### src/rtl/tile_scan_ctrl_pkg.sv
// Shared definitions for the tile scan sequencer.
// Holds the default frame geometry, the derived band/tile counts, the
// sequencer state encoding and the tag layout carried down the delay line.
package tile_scan_ctrl_pkg;

  // Default frame geometry.
  localparam int IMG_W    = 638;
  localparam int IMG_H    = 482;
  localparam int WIN_W    = 14;
  localparam int WIN_H    = 5;
  localparam int COL_STEP = 12;
  localparam int ROW_STEP = 3;

  // Derived grid size at the default geometry.
  localparam int N_BANDS = (IMG_H - WIN_H) / ROW_STEP + 1;  // 160
  localparam int N_TILES = (IMG_W - WIN_W) / COL_STEP + 1;  // 53

  // Tag and request field widths.
  localparam int BAND_W = 8;
  localparam int TILE_W = 6;
  localparam int ROW_W  = 9;
  localparam int COL_W  = 10;

  typedef enum logic [1:0] {
    S_IDLE  = 2'd0,
    S_SCAN  = 2'd1,
    S_DRAIN = 2'd2,
    S_DONE  = 2'd3
  } tsc_state_e;

  typedef struct packed {
    logic [BAND_W-1:0] band;
    logic [TILE_W-1:0] tile;
  } tile_tag_t;

endpackage

### src/rtl/tile_scan_ctrl_if.sv
// Fetch and result bus of the tile scan sequencer.
//   fetch_valid/fetch_ready : tile request handshake to the pixel source
//   fetch_row/fetch_col     : top row and start column of the requested window
//   pipe_in_valid           : datapath capture strobe (accept of a request)
//   valid/cnt_row/cnt_col   : result-aligned token and band/tile tags
//
// Handshake: a request is transferred on every rising edge where
// fetch_valid and fetch_ready are both high. While fetch_valid is high and
// fetch_ready is low, fetch_row/fetch_col hold their value; fetch_valid is
// never withdrawn before the request is accepted.
interface tile_scan_ctrl_if;
  import tile_scan_ctrl_pkg::*;

  logic              fetch_valid;
  logic              fetch_ready;
  logic [ROW_W-1:0]  fetch_row;
  logic [COL_W-1:0]  fetch_col;
  logic              pipe_in_valid;
  logic              valid;
  logic [BAND_W-1:0] cnt_row;
  logic [TILE_W-1:0] cnt_col;

  modport master (
    output fetch_valid, fetch_row, fetch_col, pipe_in_valid,
    output valid, cnt_row, cnt_col,
    input  fetch_ready
  );

  modport slave (
    input  fetch_valid, fetch_row, fetch_col, pipe_in_valid,
    input  valid, cnt_row, cnt_col,
    output fetch_ready
  );
endinterface

### src/rtl/tile_scan_ctrl_delay.sv
// LAT-deep shift register of {v, band, tile} tokens matched to the
// datapath latency.
//   in_v/in_tag   : token entering stage 0 (bubbles enter with in_v=0)
//   out_v/out_tag : last stage; out_tag only changes when a valid token
//                   arrives, so it holds the last delivered tag
//   any_valid     : a token will still be in flight after the coming edge
module tag_delay_line
  import tile_scan_ctrl_pkg::*;
#(
  parameter int LAT = 4
) (
  input  logic      clk,
  input  logic      rst,
  input  logic      in_v,
  input  tile_tag_t in_tag,
  output logic      out_v,
  output tile_tag_t out_tag,
  output logic      any_valid
);

  logic [LAT-1:0] v_q;
  tile_tag_t      tag_q [LAT];

  always_ff @(posedge clk or posedge rst) begin
    if (rst) begin
      v_q <= '0;
      for (int i = 0; i < LAT; i++) tag_q[i] <= '0;
    end else begin
      v_q[0] <= in_v;
      if (in_v) tag_q[0] <= in_tag;
      for (int i = 1; i < LAT; i++) begin
        v_q[i] <= v_q[i-1];
        // Tags only move with a valid token, so bubbles leave the tag
        // of the last real result in place at the output.
        if (v_q[i-1]) tag_q[i] <= tag_q[i-1];
      end
    end
  end

  assign out_v   = v_q[LAT-1];
  assign out_tag = tag_q[LAT-1];

  // Looks one edge ahead (input plus every stage except the one leaving),
  // so the controller can raise done in the first cycle the line is empty.
  always_comb begin
    any_valid = in_v;
    for (int i = 0; i < LAT - 1; i++) any_valid = any_valid | v_q[i];
  end

endmodule

### src/rtl/tile_scan_ctrl.sv
// Frame-scan sequencer: walks the frame in bands (top down) and tiles
// (right to left), issues one fetch request per tile and carries a band/tile
// token down a delay line aligned with the datapath results.
//   clk, rst  : clock, asynchronous active-high reset
//   start     : frame start request, honoured only in IDLE
//   busy      : high in SCAN and DRAIN
//   done      : one-cycle end-of-frame pulse
//   state_dbg : current sequencer state
//   bus       : fetch handshake and result tags (master side)
module tile_scan_ctrl
  import tile_scan_ctrl_pkg::*;
#(
  parameter int IMG_W    = tile_scan_ctrl_pkg::IMG_W,
  parameter int IMG_H    = tile_scan_ctrl_pkg::IMG_H,
  parameter int COL_STEP = tile_scan_ctrl_pkg::COL_STEP,
  parameter int ROW_STEP = tile_scan_ctrl_pkg::ROW_STEP,
  parameter int WIN_W    = tile_scan_ctrl_pkg::WIN_W,
  parameter int WIN_H    = tile_scan_ctrl_pkg::WIN_H,
  parameter int LAT      = 4
) (
  input  logic                    clk,
  input  logic                    rst,
  input  logic                    start,
  output logic                    busy,
  output logic                    done,
  output tsc_state_e              state_dbg,
  tile_scan_ctrl_if.master        bus
);

  localparam logic [ROW_W-1:0] LAST_ROW  = ROW_W'(IMG_H - WIN_H);
  localparam logic [COL_W-1:0] FIRST_COL = COL_W'(IMG_W - 1);
  localparam logic [COL_W-1:0] LAST_COL  = COL_W'(WIN_W - 1);

  tsc_state_e        state;
  logic              fetch_valid_q;
  logic [ROW_W-1:0]  row_q;
  logic [COL_W-1:0]  col_q;
  logic [BAND_W-1:0] band_q;
  logic [TILE_W-1:0] tile_q;

  logic              accept;
  logic              line_pending;
  logic              out_v;
  tile_tag_t         in_tag;
  tile_tag_t         out_tag;

  assign accept = fetch_valid_q & bus.fetch_ready;
  assign in_tag = '{band: band_q, tile: tile_q};

  always_ff @(posedge clk or posedge rst) begin
    if (rst) begin
      state         <= S_IDLE;
      fetch_valid_q <= 1'b0;
      busy          <= 1'b0;
      done          <= 1'b0;
      row_q         <= '0;
      col_q         <= '0;
      band_q        <= '0;
      tile_q        <= '0;
    end else begin
      done <= 1'b0;
      case (state)
        S_IDLE: begin
          if (start) begin
            state         <= S_SCAN;
            fetch_valid_q <= 1'b1;
            busy          <= 1'b1;
            row_q         <= '0;
            col_q         <= FIRST_COL;
            band_q        <= '0;
            tile_q        <= '0;
          end
        end
        S_SCAN: begin
          // Position only advances on an accept, so a stalled request
          // stays stable.
          if (accept) begin
            if (col_q == LAST_COL) begin
              if (row_q == LAST_ROW) begin
                state         <= S_DRAIN;
                fetch_valid_q <= 1'b0;
              end else begin
                col_q  <= FIRST_COL;
                tile_q <= '0;
                row_q  <= row_q + ROW_W'(ROW_STEP);
                band_q <= band_q + 1'b1;
              end
            end else begin
              col_q  <= col_q - COL_W'(COL_STEP);
              tile_q <= tile_q + 1'b1;
            end
          end
        end
        S_DRAIN: begin
          if (!line_pending) begin
            state <= S_DONE;
            busy  <= 1'b0;
            done  <= 1'b1;
          end
        end
        S_DONE: begin
          state <= S_IDLE;
        end
        default: begin
          state         <= S_IDLE;
          fetch_valid_q <= 1'b0;
          busy          <= 1'b0;
        end
      endcase
    end
  end

  tag_delay_line #(
    .LAT (LAT)
  ) u_delay (
    .clk       (clk),
    .rst       (rst),
    .in_v      (accept),
    .in_tag    (in_tag),
    .out_v     (out_v),
    .out_tag   (out_tag),
    .any_valid (line_pending)
  );

  assign bus.fetch_valid   = fetch_valid_q;
  assign bus.fetch_row     = row_q;
  assign bus.fetch_col     = col_q;
  assign bus.pipe_in_valid = accept;
  assign bus.valid         = out_v;
  assign bus.cnt_row       = out_tag.band;
  assign bus.cnt_col       = out_tag.tile;
  assign state_dbg         = state;

endmodule

### src/flat_wrapper.sv
// flat-port wrapper written by rule: the top's interface ports become plain ports
module tile_scan_ctrl_flat import tile_scan_ctrl_pkg::*;
#(
  parameter int IMG_W    = tile_scan_ctrl_pkg::IMG_W,
  parameter int IMG_H    = tile_scan_ctrl_pkg::IMG_H,
  parameter int COL_STEP = tile_scan_ctrl_pkg::COL_STEP,
  parameter int ROW_STEP = tile_scan_ctrl_pkg::ROW_STEP,
  parameter int WIN_W    = tile_scan_ctrl_pkg::WIN_W,
  parameter int WIN_H    = tile_scan_ctrl_pkg::WIN_H,
  parameter int LAT      = 4
)
  (clk, rst, start, busy, done, state_dbg, bus_fetch_valid, bus_fetch_row, bus_fetch_col, bus_pipe_in_valid, bus_valid, bus_cnt_row, bus_cnt_col, bus_fetch_ready);
  tile_scan_ctrl_if bus_i ();
  input  logic clk;
  input  logic rst;
  input  logic start;
  output logic busy;
  output logic done;
  output tsc_state_e state_dbg;
  output wire logic [$bits(bus_i.fetch_valid)-1:0] bus_fetch_valid;
  output wire logic [$bits(bus_i.fetch_row)-1:0] bus_fetch_row;
  output wire logic [$bits(bus_i.fetch_col)-1:0] bus_fetch_col;
  output wire logic [$bits(bus_i.pipe_in_valid)-1:0] bus_pipe_in_valid;
  output wire logic [$bits(bus_i.valid)-1:0] bus_valid;
  output wire logic [$bits(bus_i.cnt_row)-1:0] bus_cnt_row;
  output wire logic [$bits(bus_i.cnt_col)-1:0] bus_cnt_col;
  input wire logic [$bits(bus_i.fetch_ready)-1:0] bus_fetch_ready;
  assign bus_fetch_valid = bus_i.fetch_valid;
  assign bus_fetch_row = bus_i.fetch_row;
  assign bus_fetch_col = bus_i.fetch_col;
  assign bus_pipe_in_valid = bus_i.pipe_in_valid;
  assign bus_valid = bus_i.valid;
  assign bus_cnt_row = bus_i.cnt_row;
  assign bus_cnt_col = bus_i.cnt_col;
  assign bus_i.fetch_ready = bus_fetch_ready;
  tile_scan_ctrl #(.IMG_W(IMG_W), .IMG_H(IMG_H), .COL_STEP(COL_STEP), .ROW_STEP(ROW_STEP), .WIN_W(WIN_W), .WIN_H(WIN_H), .LAT(LAT)) u_core (.clk(clk), .rst(rst), .start(start), .busy(busy), .done(done), .state_dbg(state_dbg), .bus(bus_i));
endmodule
### config.mk
export PLATFORM = sky130hd
export DESIGN_NAME = tile_scan_ctrl_flat
export DESIGN_NICKNAME = d
export VERILOG_FILES = /design/src/rtl/tile_scan_ctrl_pkg.sv /design/src/rtl/tile_scan_ctrl_if.sv /design/src/rtl/tile_scan_ctrl_delay.sv /design/src/rtl/tile_scan_ctrl.sv /design/src/flat_wrapper.sv
export SDC_FILE = /design/constraint.sdc
export NUM_CORES = 1
export LEC_CHECK = 0
export BUFFER_PORTS_ARGS = -buffer_cell sky130_fd_sc_hd__buf_4
export CAP_MARGIN = 20
export CORE_AREA = 2 2 89 91
export DETAILED_ROUTE_END_ITERATION = 8
export DIE_AREA = 0 0 91 93
export PLACE_DENSITY_LB_ADDON = 0.2
export SETUP_SLACK_MARGIN = 0.3
export SYNTH_ARGS = -nofsm -noshare
export SYNTH_HDL_FRONTEND = slang
export SYNTH_SLANG_ARGS = --single-unit
### constraint.sdc
create_clock -name clk -period 3.56 [get_ports clk]
set_input_delay 0.712 -clock clk [delete_from_list [all_inputs] [get_ports clk]]
set_output_delay 0.712 -clock clk [all_outputs]
set_load 0.005 [all_outputs]
==> results of run 1 <==
placed cells by master, fill, tap and decap left out, types with 4 or more instances in the layout:
cell type and instances:
dfrtp_1 97, mux2_2 56, buf_4 48, nand2_1 23, o21ai_0 16, a21oi_1 12, nor2_1 11, nand3_1 10
clkbuf_8 10, ha_1 8, inv_1 6, xnor2_1 6, a31oi_1 6, nor4_1 5, and3_1 4, nand2b_1 4
final timing paths:
kind,start,endpoint
setup / recovery,u_core.bus.fetch_col[2],u_core.bus.fetch_row[8]
min in group clk,u_core.u_delay.tag_q[43],u_core.u_delay.tag_q[43]
hold reg to reg,u_core.u_delay.tag_q[43],u_core.u_delay.tag_q[43]
setup reg to reg,u_core.bus.fetch_col[2],u_core.bus.fetch_row[8]
hold / removal,rst,u_core.u_delay.tag_q[34]
max in group asynchronous,rst,u_core.u_delay.out_tag[13]
kinds of logic (layout without fill, tap and decap cells):
logic type,Yosys count,in the layout,synth area share (%)
xor gates and xnor gates,7,7,1.437
and+or+nand+nor,77,77,9.827
DFF,97,97,56.91
buffers and inverters,36,72,4.517
muxes,58,58,15.37
other,1,1,0.08792
adders and majority gates,8,8,2.347
AOI/OAI and AO/OA,62,62,9.505
final cells by class:
cell class / instances / area, um^2 / share of cell area [%]
clock inverter: 6 / 75.07 / 1.562
timing repair buffer: 48 / 360.3 / 7.500
tap: 102 / 127.6 / 2.656
multi-input combinational: 213 / 1645 / 34.24
clock buffer: 10 / 137.6 / 2.865
sequential: 97 / 2427 / 50.52
inverter: 8 / 31.28 / 0.6510
per-stage QoR:
stage,setup slack [ns],hold slack [ns],util (%)
4_1_cts,0.9323,0.4473,63.83
2_1_floorplan,0.3143,0.3519,-
3_5_place_dp,0.6751,0.4681,61.00
6_report,0.9717,0.4447,63.83
5_1_grt,0.7568,0.4831,63.83
3_3_place_gp,0.7669,0.4714,61.00
cell usage after synthesis, types with 2 or more instances:
library cell	instances	area (um^2)
nor2_1	11	41.29
nor2b_1	2	12.51
xnor2_1	6	52.55
buf_4	15	112.6
nand2b_1	4	25.02
ha_1	8	100.1
nand4_1	3	18.77
nor3b_1	2	15.01
dfrtp_1	97	2427
inv_1	7	26.28
o211ai_1	3	22.52
a31oi_1	6	37.54
nand2_1	23	86.33
and3_1	4	25.02
a211oi_1	3	22.52
o2bb2ai_1	3	26.28
a211o_1	3	26.28
a21o_1	3	22.52
nand3_1	10	50.05
mux2_2	56	630.6
nor4_1	5	31.28
o21ai_0	16	80.08
a22o_1	3	26.28
o31ai_1	3	22.52
nor3_1	2	10.01
a21oi_1	12	60.06
clkbuf_1	11	41.29
per-layer routing:
metal  GRT usage [%]  up-vias  share of wire [%]
met3           3.707        9                3.7
met4           6.944        0                1.3
met1           27.03     1376                 48
li1                -     1283                  -
met5               0        -                  0
met2           30.99       49                 47
sequential cells by signal (all words and copies together) (netlist names):
| register | flops |
|---|---|
| u_core.state_dbg | 2 |
| u_core.u_delay.v_q | 4 |
| u_core.u_delay.out_tag | 14 |
| u_core.tile_q | 6 |
| u_core.band_q | 8 |
| u_core.bus.fetch_col | 9 |
| u_core.bus.fetch_row | 9 |
| u_core.u_delay.tag_q | 42 |
| u_core.busy | 1 |
| u_core.bus.fetch_valid | 1 |
| u_core.done | 1 |
report_power, final:
part / switching [mW] / internal, mW / total, mW
logic: 0.381 / 0.257 / 0.639
registers: 0.0732 / 1.19 / 1.26
clock network: 0.392 / 0.354 / 0.746
worst max-delay path, cell delays in order (launching register included):
cell and delay, ns:
dfrtp_1 0.41, ha_1 0.24, or4bb_1 0.57, nor2_1 0.29
a21boi_0 0.19, nor2_1 0.56, a31oi_1 0.17
==> reports/results.txt, run 1 <==
result of the run: finished clean
clock insertion delay at the later pin of the skew report: 0.36 ns
launching element type of the critical path: flip-flop
slack of the worst reg-to-reg path: 0.97 ns
number of gates given a new drive strength after cts: 0
Max transition margin: 52.13%
number of fillers in the final layout: 628
standard cell area after detailed placement: 4592 um^2
Warnings, synthesis: 0
overall fraction of global-route tracks in use: 19.46%
synthesis-to-finish area growth: 12.64%
FMAX: 0.3864 GHz
max-cap check violation count: 0
Synth async-reset ratio: 100.0%
pin count of the biggest net entering global routing: 42
total DRC errors in the routed layout: 0
total gr overflow: 0
antenna-violating nets left: 0
count of nets after finishing: 389
Vias: 2717
Final Slew Violations: 0
initial antenna violation count: 0
count of TritonRoute iterations in the first routing pass: 4
sort of element at the end of the critical path: flip-flop
number of enable flip-flop cells after synthesis: 0
final WL: 7579 um
peak supply drop: 425.4 uV
cell at the root of the clock tree: clkbuf_8
sum of negative setup slack: 0 ns
unrepaired setup endpoints after global routing: no
H-tree depth reported by CTS: 3
Synth Instances: 346
distinct cell type count of the synthesized netlist: 52
DR WL/cell: 15.66 um
CTS hold repair buffers: 0
final instance area: 4805 um^2
arrival time of the worst setup path: 2.80 ns
# placed instances: 468
Die Outline Area: 8463 um^2
Required @ worst endpoint: 3.77 ns
final number of hold-violating endpoints: 0
Clock Skew: 0.01245 ns
average footprint of a synthesized cell: 12.33 um^2
Antenna Cells: 0
post-CTS setup buffers: 0
CTS tree: done
final setup fails: 0
share of cells above drive strength 1: 33.51%
buffers added on ports: 42
P_leak: 2.315 nW
sequential area share after synthesis: 56.91%
pwr/cell area: 550.9 nW/um^2
Final Instance Count excl. Fillers: 484
vertical die dimension: 93 um
clock buffer count from CTS: 9
number of cell instances on the worst register-to-register path: 6
critical setup path kind: flip-flop to flip-flop
Mapped Area: 4265 um^2
worst hold-check path type: input pin to async pin
wire length of the first global-routing pass: 13230 um
largest fanout on the critical path: 8
half-perimeter wire length of the detailed placement result: 5324 um
clock sink count: 97
final weighted congestion in routability-driven placement: 0.8279
top_reg_cell synth: dfrtp_1
vias in the first global route: 2648
Ports: 44
clock period minus worst slack: 2.588 ns
Clk pin slew, worst setup/hold paths: 0.10 ns
Starting DRT DRC Count: 105
measured slew at the worst slew-check pin: 0.7172 ns
total of flip-flops plus latches after synthesis: 97
effective utilization at floorplan: 56.67%
Site Rows: 32
total chip power: 2.647 mW
Synth Net Count: 358
Die X: 91 um
core area: 7527 um^2
ratio of final minimum period to clock period: 72.70%
average via count per standard cell: 5.614
buffers from clock root to sink, at most: 2
Note: power is estimated with default switching activity, not from simulation.
==> run 2: changes to the inputs <==
Clock period 3.56 ns to 2.4 ns, I/O delays scaled along.
==> reports/results.txt, run 2 (synthesis gave the netlist of run 1 again) <==
result of the run: finished clean
M1 wire length: 3751 um
wire length of the first global-routing pass: 12780 um
Ports: 44
half-perimeter wire length of the detailed placement result: 5281 um
initial antenna violation count: 0
effective utilization at floorplan: 56.67%
net switching power figure: 1.361 mW
ratio of final minimum period to clock period: 88.20%
clock buffer count from CTS: 9
peak supply drop: 405.0 uV
Site Rows: 32
register name with the most flops: u_core.u_delay.tag_q
buffers added on ports: 42
clock period minus worst slack: 2.117 ns
pin count of the biggest net entering global routing: 56
Clock Skew: 0.008922 ns
launching element type of the critical path: flip-flop
Met3 Wirelength: 262 um
antenna-violating nets left: 0
met2 routed wirelength: 3767 um
final WL: 7849 um
part of the total power dissipated in sequential elements: 42.5%
overall fraction of global-route tracks in use: 18.62%
Required @ worst endpoint: 2.65 ns
count of nets after finishing: 415
Final Instance Count excl. Fillers: 510
# placed instances: 477
most common cell after layout, fill and taps aside: dfrtp_1
DR WL/cell: 15.39 um
final weighted congestion in routability-driven placement: 0.8391
leading cell types in the layout, fill and taps excluded: dfrtp_1, buf_4, mux2_2, nand2_1, o21ai_0
Final Slew Violations: 0
vias in the first global route: 2675
number of flip-flops in the largest register: 42
slack of the worst reg-to-reg path: 0.28 ns
P_leak: 2.462 nW
buffers from clock root to sink, at most: 2
final core utilization: 68.09%
worst hold-check path type: input pin to async pin
total chip power: 4.368 mW
CTS tree: done
count of TritonRoute iterations in the first routing pass: 4
Clk pin slew, worst setup/hold paths: 0.10 ns
top sig layer: met4
switching power share of the total: 31.16%
FMAX: 0.4724 GHz
CTS hold repair buffers: 0
final number of hold-violating endpoints: 0
largest fanout on the critical path: 6
arrival time of the worst setup path: 2.36 ns
Starting DRT DRC Count: 121
sort of element at the end of the critical path: flip-flop
Internal: 3.007 mW
critical setup path kind: flip-flop to flip-flop
H-tree depth reported by CTS: 3
Vias: 2818
Die X: 91 um
Comb pwr share: 29.9%
core area: 7527 um^2
average via count per standard cell: 5.525
unrepaired setup endpoints after global routing: yes
number of cell instances on the worst register-to-register path: 5
Antenna Cells: 0
clock insertion delay at the later pin of the skew report: 0.35 ns
Die Outline Area: 8463 um^2
Clock power frac: 27.5%
sum of negative setup slack: 0 ns
total DRC errors in the routed layout: 0
pwr/cell area: 852.3 nW/um^2
vertical die dimension: 93 um
max-cap check violation count: 0
total gr overflow: 0
share of cells above drive strength 1: 42.16%
final setup fails: 0
measured slew at the worst slew-check pin: 0.5309 ns
synthesis-to-finish area growth: 20.15%
cell at the root of the clock tree: clkbuf_8
clock sink count: 97
Max transition margin: 64.53%
[run 2: cell types whose count changed in the layout (fill, tap and decap cells not counted), sizes merged]
cell	before	now
clkinvlp	3	1
clkdlybuf4s15	0	1
clkbuf	10	9
clkinv	2	5
bufinv	1	2
inv	8	7
buf	48	73
[run 2: final cells by class]
| class | instances | area (um^2) |
|---|---|---|
| flip-flops and latches | 97 | 2430 |
| fillers | 564 | 2402 |
| multi-input cells | 213 | 1724 |
| repair buffers | 74 | 571.8 |
| well taps | 102 | 127.6 |
| clock buffers | 9 | 123.9 |
| clock inverters | 7 | 113.9 |
| inverters | 8 | 33.78 |
[run 2: per-layer routing]
layer	GRT usage (%)	up-vias
li1	-	1351
met1	25.74	1404
met2	30.80	55
met3	3.062	8
met4	5.303	0
met5	0	-
[run 2: path summary, 6_finish.rpt]
check | from | end
hold / removal | rst | u_core.u_delay.out_tag[13]
min in group clk | start | u_core.busy
hold reg to reg | u_core.u_delay.tag_q[28] | u_core.u_delay.tag_q[14]
setup / recovery | u_core.bus.fetch_col[7] | u_core.state_dbg[1]
max in group asynchronous | rst | u_core.bus.fetch_col[4]
setup reg to reg | u_core.bus.fetch_col[7] | u_core.state_dbg[1]
[run 2: critical path: stages, from the launching register on]
cell,delay (ns)
dfrtp_1,0.46
or4_4,0.53
nor4_4,0.28
nand2_2,0.12
a211o_1,0.31
mux2_4,0.31
[run 2: through the flow]
stage | cell area (um^2) | setup WS (ns) | hold slack (ns)
2_1_floorplan | 4275 | 0.2034 | 0.3519
3_3_place_gp | 4681 | 0.2661 | 0.4662
3_5_place_dp | 4681 | 0.1542 | 0.4854
4_1_cts | 4974 | 0.3012 | 0.1539
5_1_grt | 5125 | 0.2054 | 0.1816
6_report | 5125 | 0.2831 | 0.1623
[run 2: power groups by stage]
stage / registers [mW] / logic, mW / clock network (mW)
final: 1.86 / 1.31 / 1.20
after global routing: 1.87 / 1.44 / 1.30
after CTS: 1.85 / 1.10 / 1.23
after detailed placement: 1.90 / 1.04 / 0
after global placement: 1.89 / 1.02 / 0
after floorplan: 1.88 / 0.680 / 0
[run 2: what timing repair did]
action	in CTS	in global routing
gates cloned	0	1
pin swaps	2	1
setup endpoints to repair	21	28
setup buffers	6	10
resized for setup	6	15
==> run 3: changes to the inputs <==
Settings changed: SETUP_SLACK_MARGIN 0.3 to 0.1.
==> reports/results.txt, run 3 (synthesis gave the netlist of run 1 again) <==
result of the run: finished clean
cell at the root of the clock tree: clkbuf_8
last element of the critical path: u_core.state_dbg[1]
number of fillers in the final layout: 637
Clk pin slew, worst setup/hold paths: 0.11 ns
share of cells above drive strength 1: 37.44%
leading cell types in the layout, fill and taps excluded: dfrtp_1, buf_4, mux2_2, nand2_1, o21ai_0
Starting DRT DRC Count: 81
final setup fails: 0
largest fanout on the critical path: 4
# placed instances: 482
Max transition margin: 64.73%
count of nets after finishing: 405
endpoint of the most critical register-to-register path: u_core.state_dbg[1]
clock sink count: 97
Die Outline Area: 8463 um^2
clock insertion delay at the later pin of the skew report: 0.36 ns
launching element type of the critical path: flip-flop
Comb pwr share: 27.9%
worst setup path startpoint: u_core.bus.fetch_col[3]
wire length of the first global-routing pass: 13220 um
P_leak: 2.401 nW
vertical die dimension: 93 um
H-tree depth reported by CTS: 3
buffers from clock root to sink, at most: 2
buffers added on ports: 42
switching power share of the total: 32.89%
part of the total power dissipated in sequential elements: 46.4%
Final Instance Count excl. Fillers: 500
CTS tree: done
sum of negative setup slack: 0 ns
effective utilization at floorplan: 56.67%
most common cell after layout, fill and taps aside: dfrtp_1
slack of the worst reg-to-reg path: 0.21 ns
count of TritonRoute iterations in the first routing pass: 4
synthesis-to-finish area growth: 16.13%
Ports: 44
final weighted congestion in routability-driven placement: 0.8552
Antenna Cells: 0
total gr overflow: 0
number of cell instances on the worst register-to-register path: 6
Internal: 2.691 mW
vias in the first global route: 2745
ratio of final minimum period to clock period: 91.20%
register name with the most flops: u_core.u_delay.tag_q
arrival time of the worst setup path: 2.43 ns
antenna-violating nets left: 0
Required @ worst endpoint: 2.65 ns
DR WL/cell: 15.51 um
final WL: 7754 um
measured slew at the worst slew-check pin: 0.5243 ns
critical setup path kind: flip-flop to flip-flop
unrepaired setup endpoints after global routing: yes
startpoint of the worst register-to-register path: u_core.bus.fetch_col[3]
Clock Skew: 0.01489 ns
Clock power frac: 25.7%
half-perimeter wire length of the detailed placement result: 5517 um
pwr/cell area: 809.5 nW/um^2
average via count per standard cell: 5.544
overall fraction of global-route tracks in use: 19.61%
Site Rows: 32
clock period minus worst slack: 2.189 ns
max-cap check violation count: 0
final number of hold-violating endpoints: 0
core area: 7527 um^2
initial antenna violation count: 0
net switching power figure: 1.319 mW
peak supply drop: 424.8 uV
sort of element at the end of the critical path: flip-flop
clock buffer count from CTS: 9
total DRC errors in the routed layout: 0
Vias: 2772
worst hold-check path type: input pin to async pin
FMAX: 0.4569 GHz
number of flip-flops in the largest register: 42
Final Slew Violations: 0
pin count of the biggest net entering global routing: 47
Die X: 91 um
==> run 3: changes by cell type in the layout (fill, tap and decap cells not counted), moves of 2 or more <==
cell	previous run	this run
buf_4	72	62
dfrtp_2	2	0
nor4_2	2	0
dfrtp_1	95	97
nor4_1	3	5
ha_1	5	7
ha_4	2	0
bufinv_16	2	0
==> run 3: power groups by stage <==
stage / Combinational (mW) / Sequential [mW] / Clock (mW)
detailed placement: 1.10 / 1.90 / 0
CTS: 1.11 / 1.86 / 1.05
floorplan: 0.678 / 1.87 / 0
global route: 1.22 / 1.88 / 1.13
global placement: 1.06 / 1.88 / 0
finish: 1.12 / 1.86 / 1.03
==> run 3: cell type report <==
| type | instances | area (um^2) | area share (%) |
|---|---|---|---|
| Sequential cell | 97 | 2427 | 49.00 |
| Clock buffer | 10 | 137.6 | 2.778 |
| Timing Repair Buffer | 64 | 505.5 | 10.20 |
| Multi-Input combinational cell | 213 | 1659 | 33.49 |
| Inverter | 8 | 33.78 | 0.6820 |
| Clock inverter | 6 | 62.56 | 1.263 |
| Tap cell | 102 | 127.6 | 2.576 |
==> run 3: worst min-delay path by stage <==
stage | from | to | slack, ns | depth (start not counted)
floorplan | u_core.u_delay.v_q[0] | u_core.u_delay.v_q[1] | 0.35 | 0
global placement | u_core.u_delay.tag_q[43] | u_core.u_delay.tag_q[43] | 0.46 | 2
detailed placement | u_core.u_delay.tag_q[45] | u_core.u_delay.tag_q[31] | 0.49 | 1
CTS | rst | u_core.u_delay.out_tag[13] | 0.12 | 2
global route | rst | u_core.u_delay.v_q[3] | 0.13 | 2
finish | rst | u_core.u_delay.out_tag[13] | 0.11 | 2
==> run 3: layer usage <==
layer  vias up  GRT usage, %  wire length, um  share of wire [%]
met5         -             0                0                  0
met2        65         33.02             3819                 49
li1       1325             -                -                  -
met3        10         2.417              259                3.3
met4         0         7.197              117                1.5
met1      1372         26.44             3556                 46
==> run 3: metrics by stage <==
stage | total power, mW | hold slack (ns) | setup WS, ns | area (um^2) | util [%]
floorplan | 2.553 | 0.3519 | 0.1625 | 4269 | -
global placement | 2.947 | 0.4640 | 0.1668 | 4725 | 62.77
detailed placement | 2.995 | 0.4863 | 0.07259 | 4725 | 62.77
CTS | 4.022 | 0.1174 | 0.1159 | 4943 | 65.67
global route | 4.234 | 0.1326 | 0.09862 | 4954 | 65.81
finish | 4.010 | 0.1088 | 0.2113 | 4954 | 65.81
==> run 3: timing repair <==
action / CTS / global route
pin swaps: 1 / 2
setup endpoints to repair: 1 / 10
resized for setup: 1 / 4
hold buffers: 0 / 0
setup buffers: 2 / 0
==> run 3: critical path, stage by stage, from the launching register on <==
cell     delay [ns]
dfrtp_1        0.41
ha_2           0.20
or4bb_4        0.56
nor4_4         0.19
nand2_2        0.11
a211o_1        0.31
mux2_4         0.31
